$ cat config.mk
export PLATFORM = sky130hd
export DESIGN_NAME = shift_reg_ser_to_par_rx
export DESIGN_NICKNAME = d
export VERILOG_FILES = /design/src/rtl/shift_reg_ser_to_par_rx.sv
export SDC_FILE = /design/constraint.sdc
export NUM_CORES = 1
export LEC_CHECK = 0
export ABC_AREA = 1
export ABC_CLOCK_PERIOD_IN_PS = 1700
export BUFFER_PORTS_ARGS = -buffer_cell sky130_fd_sc_hd__clkbuf_2
export CORE_UTILIZATION = 45
export DETAILED_ROUTE_END_ITERATION = 12
export PLACE_DENSITY = 0.66
export SETUP_SLACK_MARGIN = 0.2
export SYNTH_ARGS = -nofsm -noshare
export SYNTH_HDL_FRONTEND = slang
export SYNTH_SLANG_ARGS = --single-unit
$ cat constraint.sdc
create_clock -name clk_in -period 1.7 [get_ports clk_in]
set_input_delay 0.255 -clock clk_in [delete_from_list [all_inputs] [get_ports clk_in]]
set_output_delay 0.255 -clock clk_in [all_outputs]
set_load 0.01 [all_outputs]
$ cat src/rtl/shift_reg_ser_to_par_rx.sv
// Serial-to-parallel receiver: frames latch bit order, WIDTH-bit words go out on a valid/ready port.
// Optional even-parity bit per word when SHIFT_REG_RX_PARITY_CHECK_EN is defined.
module shift_reg_ser_to_par_rx #(
    parameter int WIDTH = 8
) (
    input  logic             clk_in,
    input  logic             rst_n_in,
    input  logic             ser_in,
    input  logic             shift_en_in,
    input  logic             frame_start_in,
    input  logic             msb_first_in,
    input  logic             par_ready_in,
    output logic [WIDTH-1:0] par_out,
    output logic             par_valid_out,
    output logic             latched_msb_out,
    output logic             busy_out,
    output logic             overrun_out,
    output logic             parity_err_out
);

    localparam int CNT_W = $clog2(WIDTH + 1);
`ifdef SHIFT_REG_RX_PARITY_CHECK_EN
    localparam int LAST = WIDTH;
`else
    localparam int LAST = WIDTH - 1;
`endif
    localparam logic [CNT_W-1:0] LAST_CNT = CNT_W'(LAST);

    typedef enum logic {
        IDLE  = 1'b0,
        SHIFT = 1'b1
    } state_t;

    state_t             state_q, state_d;
    logic [WIDTH-1:0]   sreg_q, sreg_d;
    logic [CNT_W-1:0]   bit_cnt_q, bit_cnt_d;
    logic [WIDTH-1:0]   par_q, par_d;
    logic               valid_q, valid_d;
    logic               msb_q, msb_d;
    logic               overrun_q, overrun_d;
    logic               perr_q, perr_d;

    logic [CNT_W-1:0]   cur_cnt;
    logic               cur_msb;
    logic               capture;
    logic [WIDTH-1:0]   shifted;
    logic               word_done;
    logic [WIDTH-1:0]   word;
    logic               word_perr;

    always_ff @(posedge clk_in or negedge rst_n_in) begin
        if (!rst_n_in) begin
            state_q   <= IDLE;
            sreg_q    <= '0;
            bit_cnt_q <= '0;
            par_q     <= '0;
            valid_q   <= 1'b0;
            msb_q     <= 1'b0;
            overrun_q <= 1'b0;
            perr_q    <= 1'b0;
        end else begin
            state_q   <= state_d;
            sreg_q    <= sreg_d;
            bit_cnt_q <= bit_cnt_d;
            par_q     <= par_d;
            valid_q   <= valid_d;
            msb_q     <= msb_d;
            overrun_q <= overrun_d;
            perr_q    <= perr_d;
        end
    end

    always_comb begin
        state_d   = state_q;
        sreg_d    = sreg_q;
        bit_cnt_d = bit_cnt_q;
        par_d     = par_q;
        valid_d   = valid_q;
        msb_d     = msb_q;
        overrun_d = overrun_q;
        perr_d    = perr_q;
        word_done = 1'b0;
        word_perr = 1'b0;

        // A frame start takes effect for a bit captured in the same cycle.
        cur_cnt = frame_start_in ? '0 : bit_cnt_q;
        cur_msb = frame_start_in ? msb_first_in : msb_q;
        capture = shift_en_in && (frame_start_in || (state_q == SHIFT));
        shifted = cur_msb ? {sreg_q[WIDTH-2:0], ser_in} : {ser_in, sreg_q[WIDTH-1:1]};
        word    = shifted;

        if (frame_start_in) begin
            state_d   = SHIFT;
            msb_d     = msb_first_in;
            bit_cnt_d = '0;
        end

        if (capture) begin
`ifdef SHIFT_REG_RX_PARITY_CHECK_EN
            if (cur_cnt == LAST_CNT) begin
                word_done = 1'b1;
                word      = sreg_q;
                word_perr = (^sreg_q) != ser_in;
                bit_cnt_d = '0;
            end else begin
                sreg_d    = shifted;
                bit_cnt_d = cur_cnt + CNT_W'(1);
            end
`else
            sreg_d = shifted;
            if (cur_cnt == LAST_CNT) begin
                word_done = 1'b1;
                bit_cnt_d = '0;
            end else begin
                bit_cnt_d = cur_cnt + CNT_W'(1);
            end
`endif
        end

        // A completed word may replace the held one only if that one leaves this edge.
        if (word_done) begin
            if (!valid_q || par_ready_in) begin
                par_d   = word;
                valid_d = 1'b1;
                perr_d  = word_perr;
            end else begin
                overrun_d = 1'b1;
            end
        end else if (valid_q && par_ready_in) begin
            valid_d = 1'b0;
        end
    end

    assign par_out         = par_q;
    assign par_valid_out   = valid_q;
    assign latched_msb_out = msb_q;
    assign busy_out        = (state_q == SHIFT);
    assign overrun_out     = overrun_q;
    assign parity_err_out  = perr_q;

endmodule

==> results.py <==
metrics = {
    "yosys": {
        "yosys-top-cells-area": "dfrtp_1 52%, nand2_1 13%, nand3_1 10%, nor2_1 4.6%, a31oi_1 4.4%",
        "yosys.area_share.simple": 0.3410,
        "synth-edff-count": 0,
        "ys_seq_elements": 24,
        "syn_area_per_cell_um2": 8.323,
        "ys_types": 17,
        "synth_top_family_by_area": "simple AND/OR/NAND/NOR gates",
        "ys.flop_type": "dfrtp_1",
        "synth_top_area_share": 0.5229,
        "synthAdderAreaFrac": 0.01089,
        "synth_compound_area_frac": 0.05011,
        "syn_inst": 138,
        "synth_xor_area_frac": 0.01525,
        "synth.most_common_cell": "nand2_1",
        "synthTopCellsByCount": "41 x nand2_1, 24 x dfrtp_1, 24 x nand3_1, 14 x nor2_1, 10 x inv_1",
        "muxShareOfSynthArea": 0,
        "netlist_area_um2": 1149,
        "yosys_warnings": 0,
        "ys_seq_area_frac": 0.5229,
        "synth_nets": 146,
        "yosysTopAreaCell": "dfrtp_1",
        "synthArstFlopShare": 1.000,
    },
    "clock_network": {
        "cts_root_buf": "clkbuf_4",
        "clk_pin_slew_worst_paths_ns": 0.13,
        "cts_max_level": 1,
        "clkSinkCount": 24,
        "cts_buffer_depth": 2,
        "cts_tree": "done",
        "cts_made_buffers": 3,
        "clk_latency_ns": 0.31,
    },
    "routing": {
        "drc": 0,
        "vias": 932,
        "avgViaCountPerCell": 5.011,
        "drt_wl_total_um": 2169,
        "dr.pass1.iters": 5,
        "drt_iter0_drc": 26,
        "ant_nets": 0,
        "avgRoutedWirePerCell_um": 11.66,
    },
    "power_and_ir_drop": {
        "cellPowerDensity_nw_per_um2": 865.2,
        "ir_drop_v": 0.0005152,
        "power.leakage_uw": 0.0007014,
        "power.total_uw": 1130,
    },
    "die": {
        "std_cell_rows": 17,
        "dieHeight_um": 52.52,
        "core_um2": 2318,
        "die_area_um2": 2758,
        "io_pins": 20,
        "initial_core_util": 0.4954,
        "dieWidth_um": 52.52,
    },
    "critical_path": {
        "critPathLaunch": "bit_cnt_q[1]$_DFF_PN0_",
        "r2r-start": "bit_cnt_q[1]$_DFF_PN0_",
        "critPathArrivalTime_ns": 1.57,
        "crit_required_ns": 1.92,
        "endpoint_kind": "flip-flop",
        "path_class": "flip-flop to flip-flop",
        "crit_fanout": 8,
        "startpoint_type": "flip-flop",
    },
    "timing": {
        "slew_viol_final": 0,
        "worst_clock_skew_ns": 0.004450,
        "hold_viol": 0,
        "period_minus_slack_ns": 1.358,
        "clock.fmax_ghz": 0.7361,
        "fin_crit_sh": 0.7991,
        "slew_headroom": 0.6127,
        "hold_slack_ns": 0.2199,
        "tightest_slew_ns": 0.5810,
        "rsz0062_at_grt": "false",
        "finalSetupViolations": 0,
        "fin_setup_tns_ns": 0,
    },
    "global_routing": {
        "track_usage": 0.1830,
        "antenna_found_initial": 0,
        "grt_pass1_vias": 816,
        "grt_max_degree": 25,
        "grt_first_pass_wirelength_um": 3677,
        "grt-ovfl-total": 0,
    },
    "finish": {
        "final_cells": 186,
        "drive_above_1_share": 0.2025,
        "nets": 167,
        "syn_to_final_growth_pct": 13.73,
        "antenna_cells": 0,
    },
    "placed_design": {
        "place.detailed.hpwl_um": 1569,
        "gp_congestion": 0.7342,
        "dp.cells": 181,
        "port_buffers": 18,
    },
    "hold_path": {
        "hp-start": "ser_in",
        "min_path_type": "input pin to flip-flop",
    },
    "job": {
        "drv_cap": 0,
    },
    "outcome": {
        "outcome": "complete, no violations",
    },
}
-- worst max-delay path: stages, from the launching register on --
cell	delay, ns
dfrtp_1	0.38
inv_1	0.04
nor2_1	0.14
ha_1	0.21
inv_1	0.06
nor2_2	0.13
nand3_2	0.16
nand2_1	0.10
nand2_1	0.06
-- area by class of cell --
cell class                 instances  area (µm²)
clock buffer                       4       36.28
fill                             229        1012
inverter                          11       41.29
multi-input combinational         99       485.5
sequential                        24       600.6
tap                               28       35.03
timing repair buffer              20       107.6
-- stage by stage --
| step | area (µm²) | util | setup slack (ns) |
|---|---|---|---|
| 2_1_floorplan | 1149 | - | 0.4679 |
| 3_3_place_gp | 1257 | 0.5424 | 0.2202 |
| 3_5_place_dp | 1257 | 0.5424 | 0.1599 |
| 4_1_cts | 1304 | 0.5623 | 0.2975 |
| 5_1_grt | 1306 | 0.5634 | 0.1974 |
| 6_report | 1306 | 0.5634 | 0.3415 |
-- registers in the layout, indices dropped and copies added, names as in the netlist --
signal and cells:
overrun_out 1, latched_msb_out 1, sreg_q 8, bit_cnt_q 4, par_out 8, busy_out 1
par_valid_out 1
-- kinds of logic (layout without fill, tap and decap cells) --
family | count (synthesis) | count (layout)
adders and majority gates | 1 | 1
xor gates and xnor gates | 2 | 2
AOI/OAI and AO/OA | 9 | 9
other | 1 | 1
DFF | 24 | 24
and+or+nand+nor | 86 | 86
buffers and inverters | 15 | 35
-- final timing paths --
check	to	slack (ns)	depth (start not counted)
max in group asynchronous	bit_cnt_q[1]$_DFF_PN0_	0.87	2
min in group asynchronous	par_out[3]$_DFFE_PN0P_	0.46	2
setup / recovery	par_out[4]$_DFFE_PN0P_	0.34	8
setup reg to reg	par_out[4]$_DFFE_PN0P_	0.34	8
hold reg to reg	par_out[0]$_DFFE_PN0P_	0.48	2
hold / removal	sreg_q[0]$_DFFE_PN0P_	0.22	3
-- metal layers --
metal  global-route usage  vias to the layer above  routed length [µm]
li1                     -                      489                   -
met1               0.2587                      399                1109
met2               0.2700                       42                 919
met3              0.03478                        2                 123
met4              0.07895                        0                  17
met5                    0                        -                   0
-- placed cells by master (no fill, tap or decap), types with 3 or more instances in the layout --
cell type	synthesis	layout
clkbuf_4	0	3
nand2_1	41	41
inv_1	10	10
nand3_1	24	24
nor2_1	14	13
dfrtp_1	24	24
clkbuf_2	0	18
nand3_2	3	3
a31oi_1	8	8
-- power by group --
group | total [µW] | leakage [µW] | internal [µW] | switching, µW
logic | 181 | 0.000381 | 66.9 | 114
clock network | 297 | 0.0000210 | 131 | 166
registers | 652 | 0.000300 | 618 | 34.7
total | 1130 | 0.000701 | 815 | 315
-- timing repair --
action,in CTS,in global routing
setup buffers,0,0
endpoints found under the hold margin,24,0
endpoints found under the setup margin,0,8
resized for setup,0,1
hold buffers,1,0
Note: power is estimated with default switching activity, not from simulation.
